===== config.mk =====
export PLATFORM = sky130hd
export DESIGN_NAME = ex_mem_access
export DESIGN_NICKNAME = d
export VERILOG_FILES = /design/src/rtl/ex_mem_access.sv
export SDC_FILE = /design/constraint.sdc
export NUM_CORES = 1
export LEC_CHECK = 0
export ABC_AREA = 1
export CAP_MARGIN = 10
export CORE_ASPECT_RATIO = 1.25
export CORE_UTILIZATION = 43
export CTS_CLUSTER_SIZE = 12
export DETAILED_ROUTE_END_ITERATION = 8
export HOLD_SLACK_MARGIN = 0.02
export PLACE_DENSITY_LB_ADDON = 0.2
export SLEW_MARGIN = 0
export SYNTH_ARGS = -nofsm -noshare
export SYNTH_HDL_FRONTEND = slang
export SYNTH_SLANG_ARGS = --single-unit

===== constraint.sdc =====
create_clock -name clk -period 1.5 [get_ports clk]
set_input_delay 0.45 -clock clk [delete_from_list [all_inputs] [get_ports clk]]
set_output_delay 0.45 -clock clk [all_outputs]
set_load 0.05 [all_outputs]

===== src/rtl/ex_mem_access.sv =====
// ex_mem_access: memory-stage access unit. Checks alignment/overflow, runs a
// req/ack data-bus transaction and returns extended load data to writeback.
`default_nettype none

module ex_mem_access #(
    parameter int unsigned TIMEOUT = 15
) (
    input  logic        clk,
    input  logic        reset,
    input  logic        ex_valid,
    input  logic [3:0]  ex_op,
    input  logic [31:0] ex_addr,
    input  logic        ex_dmov,
    input  logic [31:0] ex_wdata,
    input  logic [4:0]  ex_rd,
    output logic        ex_ready,
    input  logic        flush,
    output logic        bus_req,
    output logic        bus_we,
    output logic [31:0] bus_addr,
    output logic [3:0]  bus_be,
    output logic [31:0] bus_wdata,
    input  logic [31:0] bus_rdata,
    input  logic        bus_ack,
    output logic        wb_valid,
    output logic [4:0]  wb_rd,
    output logic [31:0] wb_data,
    output logic        exc_valid,
    output logic [4:0]  exc_code,
    output logic [31:0] exc_badvaddr,
    output logic        busy
);

    localparam logic [3:0] OP_LW  = 4'd1;
    localparam logic [3:0] OP_LH  = 4'd2;
    localparam logic [3:0] OP_LHU = 4'd3;
    localparam logic [3:0] OP_LB  = 4'd4;
    localparam logic [3:0] OP_LBU = 4'd5;
    localparam logic [3:0] OP_SW  = 4'd6;
    localparam logic [3:0] OP_SH  = 4'd7;
    localparam logic [3:0] OP_SB  = 4'd8;

    localparam logic [4:0] EXC_ADEL = 5'd4;
    localparam logic [4:0] EXC_ADES = 5'd5;
    localparam logic [4:0] EXC_DBE  = 5'd7;

    // Counter value reached on the last permitted REQ cycle without ack.
    localparam logic [7:0] TMO_LAST = 8'(TIMEOUT - 1);

    typedef enum logic [0:0] {
        S_IDLE = 1'b0,
        S_REQ  = 1'b1
    } state_t;

    state_t      state;
    state_t      state_next;

    logic [7:0]  tmo_cnt;
    logic        kill;
    logic [3:0]  op_q;
    logic [31:0] addr_q;
    logic [4:0]  rd_q;

    logic        is_load;
    logic        is_store;
    logic        is_word;
    logic        is_half;
    logic        misaligned;
    logic        accept;
    logic        addr_exc;
    logic        start;
    logic        in_req;
    logic        timeout_hit;
    logic        suppress;
    logic        q_is_load;

    logic [3:0]  st_be;
    logic [31:0] st_wdata;
    logic [15:0] ld_half;
    logic [7:0]  ld_byte;
    logic [31:0] ld_data;

    // Request decode
    always_comb begin
        is_load    = (ex_op >= OP_LW) && (ex_op <= OP_LBU);
        is_store   = (ex_op >= OP_SW) && (ex_op <= OP_SB);
        is_word    = (ex_op == OP_LW) || (ex_op == OP_SW);
        is_half    = (ex_op == OP_LH) || (ex_op == OP_LHU) || (ex_op == OP_SH);
        misaligned = (is_word && (ex_addr[1:0] != 2'b00)) || (is_half && ex_addr[0]);
        accept     = ex_valid && (state == S_IDLE) && (is_load || is_store);
        addr_exc   = accept && (ex_dmov || misaligned);
        start      = accept && !addr_exc;
    end

    always_comb begin
        in_req      = (state == S_REQ);
        timeout_hit = in_req && !bus_ack && (tmo_cnt == TMO_LAST);
        // A flush on the completing edge kills the result just like an earlier one.
        suppress    = kill || flush;
        q_is_load   = (op_q >= OP_LW) && (op_q <= OP_LBU);
    end

    // Store lane steering: data is replicated so the byte enables pick the lane.
    always_comb begin
        st_be    = 4'b1111;
        st_wdata = ex_wdata;
        case (ex_op)
            OP_SH: begin
                st_be    = ex_addr[1] ? 4'b1100 : 4'b0011;
                st_wdata = {2{ex_wdata[15:0]}};
            end
            OP_SB: begin
                st_be    = 4'b0001 << ex_addr[1:0];
                st_wdata = {4{ex_wdata[7:0]}};
            end
            default: begin
                st_be    = 4'b1111;
                st_wdata = ex_wdata;
            end
        endcase
    end

    // Little-endian load extraction from the latched address
    always_comb begin
        ld_half = addr_q[1] ? bus_rdata[31:16] : bus_rdata[15:0];
        ld_byte = bus_rdata[7:0];
        case (addr_q[1:0])
            2'd0:    ld_byte = bus_rdata[7:0];
            2'd1:    ld_byte = bus_rdata[15:8];
            2'd2:    ld_byte = bus_rdata[23:16];
            default: ld_byte = bus_rdata[31:24];
        endcase
        case (op_q)
            OP_LH:   ld_data = {{16{ld_half[15]}}, ld_half};
            OP_LHU:  ld_data = {16'h0000, ld_half};
            OP_LB:   ld_data = {{24{ld_byte[7]}}, ld_byte};
            OP_LBU:  ld_data = {24'h000000, ld_byte};
            default: ld_data = bus_rdata;
        endcase
    end

    always_ff @(posedge clk or negedge reset) begin
        if (!reset) begin
            state <= S_IDLE;
        end else begin
            state <= state_next;
        end
    end

    always_comb begin
        state_next = state;
        case (state)
            S_IDLE: if (start) state_next = S_REQ;
            S_REQ:  if (bus_ack || timeout_hit) state_next = S_IDLE;
            default: state_next = S_IDLE;
        endcase
    end

    assign ex_ready = (state == S_IDLE);
    assign busy     = (state != S_IDLE);

    always_ff @(posedge clk or negedge reset) begin
        if (!reset) begin
            tmo_cnt      <= 8'd0;
            kill         <= 1'b0;
            op_q         <= 4'd0;
            addr_q       <= 32'd0;
            rd_q         <= 5'd0;
            bus_req      <= 1'b0;
            bus_we       <= 1'b0;
            bus_addr     <= 32'd0;
            bus_be       <= 4'd0;
            bus_wdata    <= 32'd0;
            wb_valid     <= 1'b0;
            wb_rd        <= 5'd0;
            wb_data      <= 32'd0;
            exc_valid    <= 1'b0;
            exc_code     <= 5'd0;
            exc_badvaddr <= 32'd0;
        end else begin
            wb_valid  <= 1'b0;
            exc_valid <= 1'b0;

            if (start) begin
                op_q      <= ex_op;
                addr_q    <= ex_addr;
                rd_q      <= ex_rd;
                bus_req   <= 1'b1;
                bus_we    <= is_store;
                bus_addr  <= {ex_addr[31:2], 2'b00};
                bus_be    <= st_be;
                bus_wdata <= st_wdata;
                tmo_cnt   <= 8'd0;
                kill      <= 1'b0;
            end

            if (addr_exc && !flush) begin
                exc_valid    <= 1'b1;
                exc_code     <= is_store ? EXC_ADES : EXC_ADEL;
                exc_badvaddr <= ex_addr;
            end

            if (in_req) begin
                if (bus_ack) begin
                    bus_req <= 1'b0;
                    kill    <= 1'b0;
                    tmo_cnt <= 8'd0;
                    if (q_is_load && !suppress) begin
                        wb_valid <= 1'b1;
                        wb_rd    <= rd_q;
                        wb_data  <= ld_data;
                    end
                end else if (timeout_hit) begin
                    bus_req <= 1'b0;
                    kill    <= 1'b0;
                    tmo_cnt <= 8'd0;
                    if (!suppress) begin
                        exc_valid    <= 1'b1;
                        exc_code     <= EXC_DBE;
                        exc_badvaddr <= addr_q;
                    end
                end else begin
                    tmo_cnt <= tmo_cnt + 8'd1;
                    if (flush) begin
                        kill <= 1'b1;
                    end
                end
            end
        end
    end

endmodule

`default_nettype wire


==> flow_summary.json, run 1 <==
{
  "tightest_slew_ps": 516,
  "overflow": 0,
  "die_h_um": 159,
  "drtPass1Iterations": 5,
  "ys.flop_type": "dfrtp_1",
  "core-area_um2": 19400,
  "critPathKind": "flop to flop",
  "rows": 57,
  "die_x_um": 128,
  "hold_class": "input pin to flop",
  "cts_root_buffer": "clkbuf_16",
  "drive_gt1_share_pct": 40.1,
  "worstPathArrival_ps": 2060,
  "total_power_mw": 27.1,
  "fin_crit_sh_pct": 115,
  "numCtsBuffers": 17,
  "synth-edff-count": 0,
  "ys_seq_area_share_pct": 48.6,
  "fmax_ghz": 0.578,
  "max_slew_margin_pct": 65.1,
  "cp-end-kind": "flop",
  "drt_iter0_drc": 725,
  "leakage_nw": 7.73,
  "max-vdd-ir-drop_v": 0.000890,
  "synth.area.top_cells": "dfrtp_1 49%, nand2_1 15%, inv_1 5.8%",
  "grt_pass1_vias": 8684,
  "cts_tree": "yes",
  "grt_setup_unrepaired": "true",
  "ys_seq_elements": 165,
  "cp.required_ps": 1830,
  "setup_violations": 156,
  "via_count": 8831,
  "failed_checks": "negative setup slack",
  "yosys_warnings": 0,
  "finalWirelength_um": 30600,
  "crit_family": "simple AND/OR/NAND/NOR gates",
  "layout.nets": 1545,
  "worst-path-buf-inv": 4,
  "clk_latency_ps": 440,
  "syn_avg_cell_area_um2": 7.96,
  "cpPeakStageDelay_ps": 510,
  "dp_hpwl_um": 19200,
  "clock_path_buffers": 2,
  "slew_viol_final": 0,
  "ant_nets": 0,
  "path_clk_slew_ps": 70,
  "drc": 0,
  "portBuffers": 256,
  "status": "finished, violations left",
  "syn-instance-count": 1068,
  "synthArstFlopShare_pct": 100,
  "ff2ff_path_depth": 10,
  "power.density_nw_per_um2": 1720,
  "wl_per_cell_um": 17.9,
  "numClockSinks": 165,
  "crit_slowest_cell": "dfrtp_4",
  "min_period_ps": 1730,
  "grt_max_degree": 34,
  "hold_violations": 0,
  "ys_types": 39,
  "hold_ws_ps": 436,
  "detail_route.vias_per_cell": 5.16,
  "start_util_pct": 43.8,
  "ios": 259,
  "dieArea_um2": 20300,
  "cp.depth": 10,
  "cp-start-kind": "flop",
  "htree_num_levels": 4,
  "grt_pass1_wl_um": 44500,
  "setup_ws_ps": -230,
  "antenna_found_initial": 2,
  "synth_top_cell_area_share_pct": 48.6,
  "syn_area_um2": 8500,
  "yosys.area.top_type": "dfrtp_1",
  "cap_viol_max_count": 0,
  "area_delta_synth_final_pct": 85.0,
  "grt_use_total_pct": 28.2,
  "place_congestion": 0.886,
  "critPathMaxFanout": 6,
  "cpMostUsedCell": "nand2_1",
  "fin_skew_ps": 10.5,
  "worstPathCellList": "inv_8 -> nand2_2 -> inv_2 -> nand3_2 -> nor2_4 -> buf_12 -> bufbuf_16 -> nand2_1 -> nand3_1 -> nand2_1",
  "hold_depth": 4
}
layer usage:
metal,vias up,track usage (%),routed length [µm]
met3,77,7.69,1990
met4,0,13.4,981
met1,4287,33.0,11500
met5,-,0,0
li1,4100,-,-
met2,367,47.7,16100
cells in the mapped netlist (2+ instances only):
cell type and n:
o21ai_1 11, o21ai_2 49, clkbuf_1 15, dfrtp_1 165, o22ai_1 14, buf_6 13, clkinv_1 2, nand3_1 56
nor2_2 3, nand2_2 2, nand4_1 9, inv_2 7, nor2_4 3, a21oi_2 2, o211ai_1 9, buf_4 38
xor2_1 2, o221ai_1 6, o21ai_0 68, ha_1 2, a21oi_1 40, nand2_1 347, or2_2 3, inv_1 132
buf_2 15, nor2_1 42
cells by family (layout without fill, tap and decap cells):
group,Yosys count,in the layout,share of synthesized area [%]
compound gates,203,203,15.1
simple gates,471,475,22.8
fa+ha+maj,2,2,0.294
flops,165,165,48.6
other cells,1,4,0.0441
xor+xnor,3,3,0.309
buf+inv,223,595,12.9
path summary, 6_finish.rpt:
kind | start | to | slack (ps)
hold / removal | ex_op[0] | op_q[0] | 440
min in group asynchronous | reset | exc_badvaddr[2] | 500
hold reg to reg | rd_q[3] | wb_rd[3] | 500
setup / recovery | busy | exc_badvaddr[21] | -230
max in group asynchronous | reset | busy | 470
setup reg to reg | busy | exc_badvaddr[21] | -230
repair_timing:
action,in CTS,in global routing
buffers inserted,32,13
gates cloned,12,12
setup endpoints to repair,182,202
gates resized for setup,75,184
endpoints found under the hold margin,25,0
pin swaps,19,34
hold buffers,1,0
through the flow:
stage	util (%)	instance area [µm²]	setup TNS (ps)	worst slack (ps)	instances
4_1_cts	76.6	14900	-6320	-197	1688
3_3_place_gp	69.4	13500	-117710	-804	1611
5_1_grt	81.0	15700	-18730	-266	1712
2_1_floorplan	-	8720	-5720	-74.0	1069
3_5_place_dp	69.4	13500	-127840	-880	1611
6_report	81.0	15700	-12000	-230	1712
sequential cells by signal (all words and copies together) (netlist names):
register and flops:
busy 1, bus_req 1, tmo_cnt 8, op_q 4, bus_we 1, addr_q 32
exc_code 5, exc_badvaddr 32, rd_q 5, exc_valid 1, kill 1, wb_data 32
wb_valid 1, bus_wdata 32, wb_rd 5, bus_be 4
layout by cell type, fill, tap and decap left out, types with 45 or more instances in the layout:
master / count
nand2_2: 62
nand2_1: 267
buf_4: 90
o21ai_0: 45
buf_12: 174
nand3_1: 50
o21ai_2: 59
inv_1: 123
dfrtp_1: 149
clkdlybuf4s50_1: 101
power breakdown:
group / internal, mW / switching, mW
Clock: 2.73 / 2.03
Combinational: 7.02 / 7.70
Sequential: 5.84 / 1.75
final cells by class:
cell class	count	area, µm²
repair buffers	421	6030
flip-flops and latches	165	4150
multi-input cells	685	3990
fillers	1158	3680
inverters	141	581
clock buffers	19	443
well taps	265	332
clock inverters	13	183
repair inverters	1	8.76
diodes	2	5.00
worst register-to-register path, cell delays in order (launching register included):
cell and delay (ps):
dfrtp_4 510, inv_8 70, nand2_2 80, inv_2 80
nand3_2 100, nor2_4 160, buf_12 130, bufbuf_16 260
nand2_1 60, nand3_1 100, nand2_1 60
(Power assumes the default switching activity.)
==> run 2, diff against run 1 <==
Settings changed: CORE_UTILIZATION 43 to 40, GPL_TIMING_DRIVEN set to 0.
==> run 2 against run 1 <==
Against the previous run: the run ends with negative hold slack, negative setup slack left; clock skew is 2.3 ps higher; combinational power is 18% lower; sequential cell count stayed put; register-to-register slack better by 90 ps; critical path depth is 8 lower; cell count is 0.88% lower; sequential power is 9.2% lower; cell area is 13% lower; critical path type is now flop to output port.
==> flow_summary.json, run 2 (synthesis results as in run 1) <==
{
  "status": "finished, violations left",
  "failed_checks": "negative hold slack, negative setup slack",
  "numClockSinks": 165,
  "fin_setup_tns_ps": -11840,
  "use_met1_pct": 29.6,
  "fin_skew_ps": 12.8,
  "drt_iter0_drc": 601,
  "leakage_nw": 6.89,
  "slew_viol_final": 0,
  "critPathKind": "flop to output port",
  "overflow": 0,
  "core-area_um2": 20800,
  "dp_hpwl_um": 18300,
  "seq_area_um2": 4130,
  "setup_ws_ps": -143,
  "area_delta_synth_final_pct": 60.7,
  "cap_viol_max_count": 0,
  "die_h_um": 165,
  "layout_common_cells": "290 x nand2_1, 163 x dfrtp_1, 143 x buf_4",
  "rows": 59,
  "wl_per_cell_um": 16.5,
  "grtUsageMet2_pct": 41.6,
  "tightest_slew_ps": 535,
  "antenna_found_initial": 2,
  "cp-start-kind": "flop",
  "ant_nets": 0,
  "drc": 0,
  "clk_latency_ps": 440,
  "hold_ws_ps": -50.9,
  "fin_util_pct": 65.6,
  "layout.nets": 1521,
  "max-vdd-ir-drop_v": 0.000979,
  "htree_num_levels": 4,
  "setup_violations": 144,
  "ios": 259,
  "dieArea_um2": 21800,
  "fin_cells": 1697,
  "max_slew_margin_pct": 64.2,
  "cp-end-kind": "output port",
  "design_area_um2": 13700,
  "finalWirelength_um": 27900,
  "critPathMaxFanout": 5,
  "grt_setup_unrepaired": "true",
  "clock_path_buffers": 2,
  "hold_class": "input pin to async pin",
  "detail_route.vias_per_cell": 4.95,
  "power.density_nw_per_um2": 1710,
  "ff2ff_path_depth": 8,
  "grt_use_total_pct": 24.4,
  "worstPathArrival_ps": 1190,
  "r2r_slack_ps": -140,
  "cts_tree": "yes",
  "path_clk_slew_ps": 70,
  "layout.cells.most_common": "nand2_1",
  "grt_pass1_wl_um": 41600,
  "drtPass1Iterations": 8,
  "fin_crit_sh_pct": 110,
  "multiInputGateArea_um2": 3750,
  "dpl-instance-area_um2": 11700,
  "via_count": 8398,
  "globalRouteMet3Util_pct": 5.34,
  "fillCellCount": 1723,
  "dpl.cell_count": 1600,
  "portBuffers": 256,
  "cts_root_buffer": "clkbuf_16",
  "grt_pass1_vias": 8119,
  "grt_max_degree": 96,
  "hold_violations": 59,
  "min_period_ps": 1640,
  "r2r-end": "bus_be[3]",
  "grt_busiest_layer": "met2",
  "cp.required_ps": 1050,
  "die_x_um": 132,
  "drive_gt1_share_pct": 36.5,
  "fmax_ghz": 0.609,
  "start_util_pct": 40.8,
  "r2r-start": "busy",
  "total_power_mw": 23.4,
  "numCtsBuffers": 17,
  "place_congestion": 0.888
}
==> run 2: changes by cell type in the layout (fill, tap and decap cells not counted), moves of 23 or more <==
cell / previous run / this run
buf_12: 174 / 15
buf_4: 90 / 143
buf_6: 29 / 60
buf_8: 3 / 41
nand2_1: 267 / 290
==> run 2: layer usage <==
| metal | share of wire (%) | wire length (µm) |
|---|---|---|
| met5 | 0 | 0 |
| met4 | 3.5 | 969 |
| met3 | 7.0 | 1960 |
| met2 | 50 | 14100 |
| met1 | 39 | 10900 |
==> run 2: area by class of cell <==
| class | instances | share of cell area (%) |
|---|---|---|
| clock buffer | 17 | 3.11 |
| timing repair buffer | 348 | 26.2 |
| multi-input combinational | 681 | 27.5 |
| buffer | 53 | 5.01 |
| tap | 274 | 2.51 |
| clock inverter | 15 | 1.14 |
| inverter | 141 | 4.22 |
| sequential | 165 | 30.3 |
| timing repair inverter | 1 | 0.0550 |
| antenna | 2 | 0.0366 |
==> run 2: how the worst max path moves through the flow <==
| stage | from | endpoint |
|---|---|---|
| floorplan | ex_op[2] | exc_badvaddr[12] |
| global placement | reset | busy |
| detailed placement | ex_op[2] | exc_badvaddr[14] |
| CTS | busy | busy |
| global route | addr_q[1] | wb_data[5] |
| finish | busy | ex_ready |
==> run 2: what timing repair did <==
action / in CTS / in global routing
pin swaps: 19 / 32
resized for setup: 1057 / 192
buffers inserted: 56 / 13
endpoints found under the hold margin: 70 / 11
setup endpoints to repair: 311 / 210
cloned: 6 / 16
==> run 2: report_power, final <==
part           leakage, nW  total (mW)  switching, mW  internal, mW
combinational         4.59        12.1           7.61          4.50
clock                0.283        4.35           2.13          2.22
sequential            2.02        6.89           1.08          5.81
==> run 2: per-stage QoR <==
step	setup WS, ps	hold slack, ps
3_5_place_dp	-1130	450
6_report	-143	-50.9
2_1_floorplan	-74.0	154
3_3_place_gp	-8220	454
5_1_grt	-191	-23.1
4_1_cts	-151	-19.8
==> run 2: worst max-delay path, stage by stage, from the launching register on <==
cell and delay [ps]:
dfrtp_4 520, inv_8 90, buf_8 140
==> run 3, diff against run 2 <==
Settings changed: ABC_AREA 1 to not set.
==> run 3 against run 2 <==
Against the previous run: the run ends with design-rule violations, negative setup slack left; worst setup slack worse by 280 ps; cell area rose by 1.9%; clock power about the same; sequential power fell by 2%; count of clock-buffer cells in the layout rose by 1.
==> flow_summary.json, run 3 <==
{
  "wl_per_cell_um": 19.7,
  "synth_top_cell_area_share_pct": 54.3,
  "antenna_found_initial": 1,
  "numClockSinks": 165,
  "layout_common_cells": "157 x dfrtp_1, 143 x buf_4, 97 x clkdlybuf4s50_1",
  "synthMuxAreaShare_pct": 10.6,
  "r2r_slack_ps": -420,
  "drtPass1Iterations": 6,
  "setup_violations": 168,
  "synth-edff-count": 0,
  "synth_common_cells": "165 x dfrtp_1, 151 x nand2_1, 96 x a21oi_1, 96 x nor2_1, 42 x mux2i_1",
  "grt_max_degree": 117,
  "cap_viol_max_count": 0,
  "synth.area.top_cells": "dfrtp_1 54%, nand2_1 7.5%, a21oi_1 6.3%",
  "failed_checks": "design-rule violations, negative setup slack",
  "die_x_um": 125,
  "dieArea_um2": 19600,
  "portBuffers": 253,
  "cp.required_ps": 1820,
  "slew_viol_final": 0,
  "fin_util_pct": 74.4,
  "worstHoldStart": "ex_op[0]",
  "detail_route.vias_per_cell": 5.31,
  "critPathMaxFanout": 8,
  "design_area_um2": 13900,
  "grt_use_total_pct": 26.7,
  "fin_skew_ps": 11.2,
  "drt_iter0_drc": 392,
  "rows": 56,
  "synthSimpleGateAreaFrac_pct": 16.3,
  "worstPathArrival_ps": 2240,
  "hold_ws_ps": 250,
  "die_h_um": 156,
  "power.density_nw_per_um2": 1670,
  "r2r-end": "exc_badvaddr[21]",
  "place_congestion": 0.821,
  "synthArstFlopShare_pct": 100,
  "cp-start-kind": "flop",
  "overflow": 0,
  "yosys_warnings": 0,
  "yosys.area.top_type": "dfrtp_1",
  "leakage_nw": 6.58,
  "fin_crit_sh_pct": 128,
  "drive_gt1_share_pct": 51.2,
  "dp_hpwl_um": 16400,
  "htree_num_levels": 4,
  "drc": 14,
  "cp-end-kind": "flop",
  "start_util_pct": 40.6,
  "syn-instance-count": 769,
  "ant_nets": 0,
  "ys_types": 46,
  "ys.flop_type": "dfrtp_1",
  "fin_cells": 1381,
  "synth_adder_area_share_pct": 0.329,
  "hold_violations": 0,
  "total_power_mw": 23.2,
  "fmax_ghz": 0.520,
  "ios": 259,
  "ys_seq_area_share_pct": 54.3,
  "syn_area_um2": 7600,
  "fillCellCount": 1278,
  "synth_top_family_by_area": "simple AND/OR/NAND/NOR gates",
  "ys_seq_elements": 165,
  "synth-xor-area-share_pct": 0,
  "cts_tree": "yes",
  "min_period_ps": 1920,
  "ff2ff_path_depth": 7,
  "max-vdd-ir-drop_v": 0.000855,
  "synth_compound_area_share_pct": 12.4,
  "hold_depth": 3,
  "layout.nets": 1248,
  "hold_end": "op_q[0]",
  "grt_pass1_vias": 7355,
  "core-area_um2": 18700,
  "dpl-instance-area_um2": 10800,
  "clock_path_buffers": 2,
  "area_delta_synth_final_pct": 83.0,
  "critPathKind": "flop to flop",
  "synth.most_common_cell": "dfrtp_1",
  "cts_root_buffer": "clkbuf_16",
  "status": "finished, violations left",
  "numCtsBuffers": 17,
  "path_clk_slew_ps": 70,
  "via_count": 7332,
  "grt_pass1_wl_um": 40500,
  "dpl.cell_count": 1256,
  "finalWirelength_um": 27300,
  "hold_class": "input pin to flop",
  "clk_latency_ps": 440,
  "syn_avg_cell_area_um2": 9.89,
  "r2r-start": "busy",
  "layout.cells.most_common": "dfrtp_1",
  "grt_setup_unrepaired": "true",
  "setup_ws_ps": -422
}
run 3: cell types whose count changed after synthesis, moves of 18 or more:
cell      delta
nand2_1    -196
inv_1      -129
a21oi_1     +56
o21ai_0     -56
nand3_1     -54
nor2_1      +54
o21ai_2     -49
mux2i_1     +42
a221oi_1    +23
mux2_2      +18
run 3: routing by layer:
layer	vias to the layer above	routed length, µm	GRT usage (%)
met5	-	0	0
met4	0	799	9.64
met3	56	1570	6.24
met2	270	14300	46.6
met1	3640	10600	32.4
li1	3366	-	-
run 3: critical path, stage by stage (launching register included):
cell and delay, ps:
dfrtp_2 420, nand2b_4 150, or3_1 310, a211o_1 310
buf_8 190, buf_16 150, mux2i_1 180, a21oi_1 90
run 3: power breakdown:
group | internal (mW) | switching, mW | leakage, nW
Sequential | 5.79 | 0.969 | 1.99
Clock | 2.26 | 2.07 | 0.287
Combinational | 4.79 | 7.33 | 4.31
Total | 12.8 | 10.4 | 6.58
run 3: timing repair:
| item | CTS | global route |
|---|---|---|
| buffers inserted | 77 | 29 |
| pin swaps | 95 | 62 |
| endpoints found under the setup margin | 311 | 311 |
| hold buffers | 1 | 0 |
| hold endpoints to repair | 49 | 0 |
| cloned | 16 | 6 |
| gates resized for setup | 1231 | 176 |
run 3: area by class of cell:
class	instances	area (µm²)	share of cell area [%]
Multi-Input combinational cell	524	4210	30.3
Sequential cell	165	4140	29.7
Timing Repair Buffer	377	4000	28.7
Buffer	47	686	4.93
Clock buffer	18	439	3.16
Tap cell	232	290	2.09
Clock inverter	14	131	0.944
Inverter	3	15.0	0.108
Antenna cell	1	2.50	0.0180
run 3: how the worst max path moves through the flow:
stage          cells past startpoint               end  slack (ps)       from
6_report                           7  exc_badvaddr[21]        -420       busy
5_1_grt                            7  exc_badvaddr[21]        -500       busy
4_1_cts                            7       wb_data[18]        -410  addr_q[0]
3_5_place_dp                       7     bus_wdata[16]       -1500   ex_op[1]
3_3_place_gp                       1              busy       -7690      reset
2_1_floorplan                      8  exc_badvaddr[10]        -630   ex_op[2]
run 3: cell families after synthesis:
family / after synthesis
DFF: 165
muxes: 68
AOI/OAI and AO/OA: 156
and+or+nand+nor: 296
buffers and inverters: 81
adders and majority gates: 2
other: 1
run 3: stage by stage:
stage               setup WS [ps]   TNS, ps
floorplan                    -631    -64180
global placement            -7690  -1361240
detailed placement          -1500   -206060
CTS                          -413    -44420
global route                 -497    -55430
finish                       -422    -46490
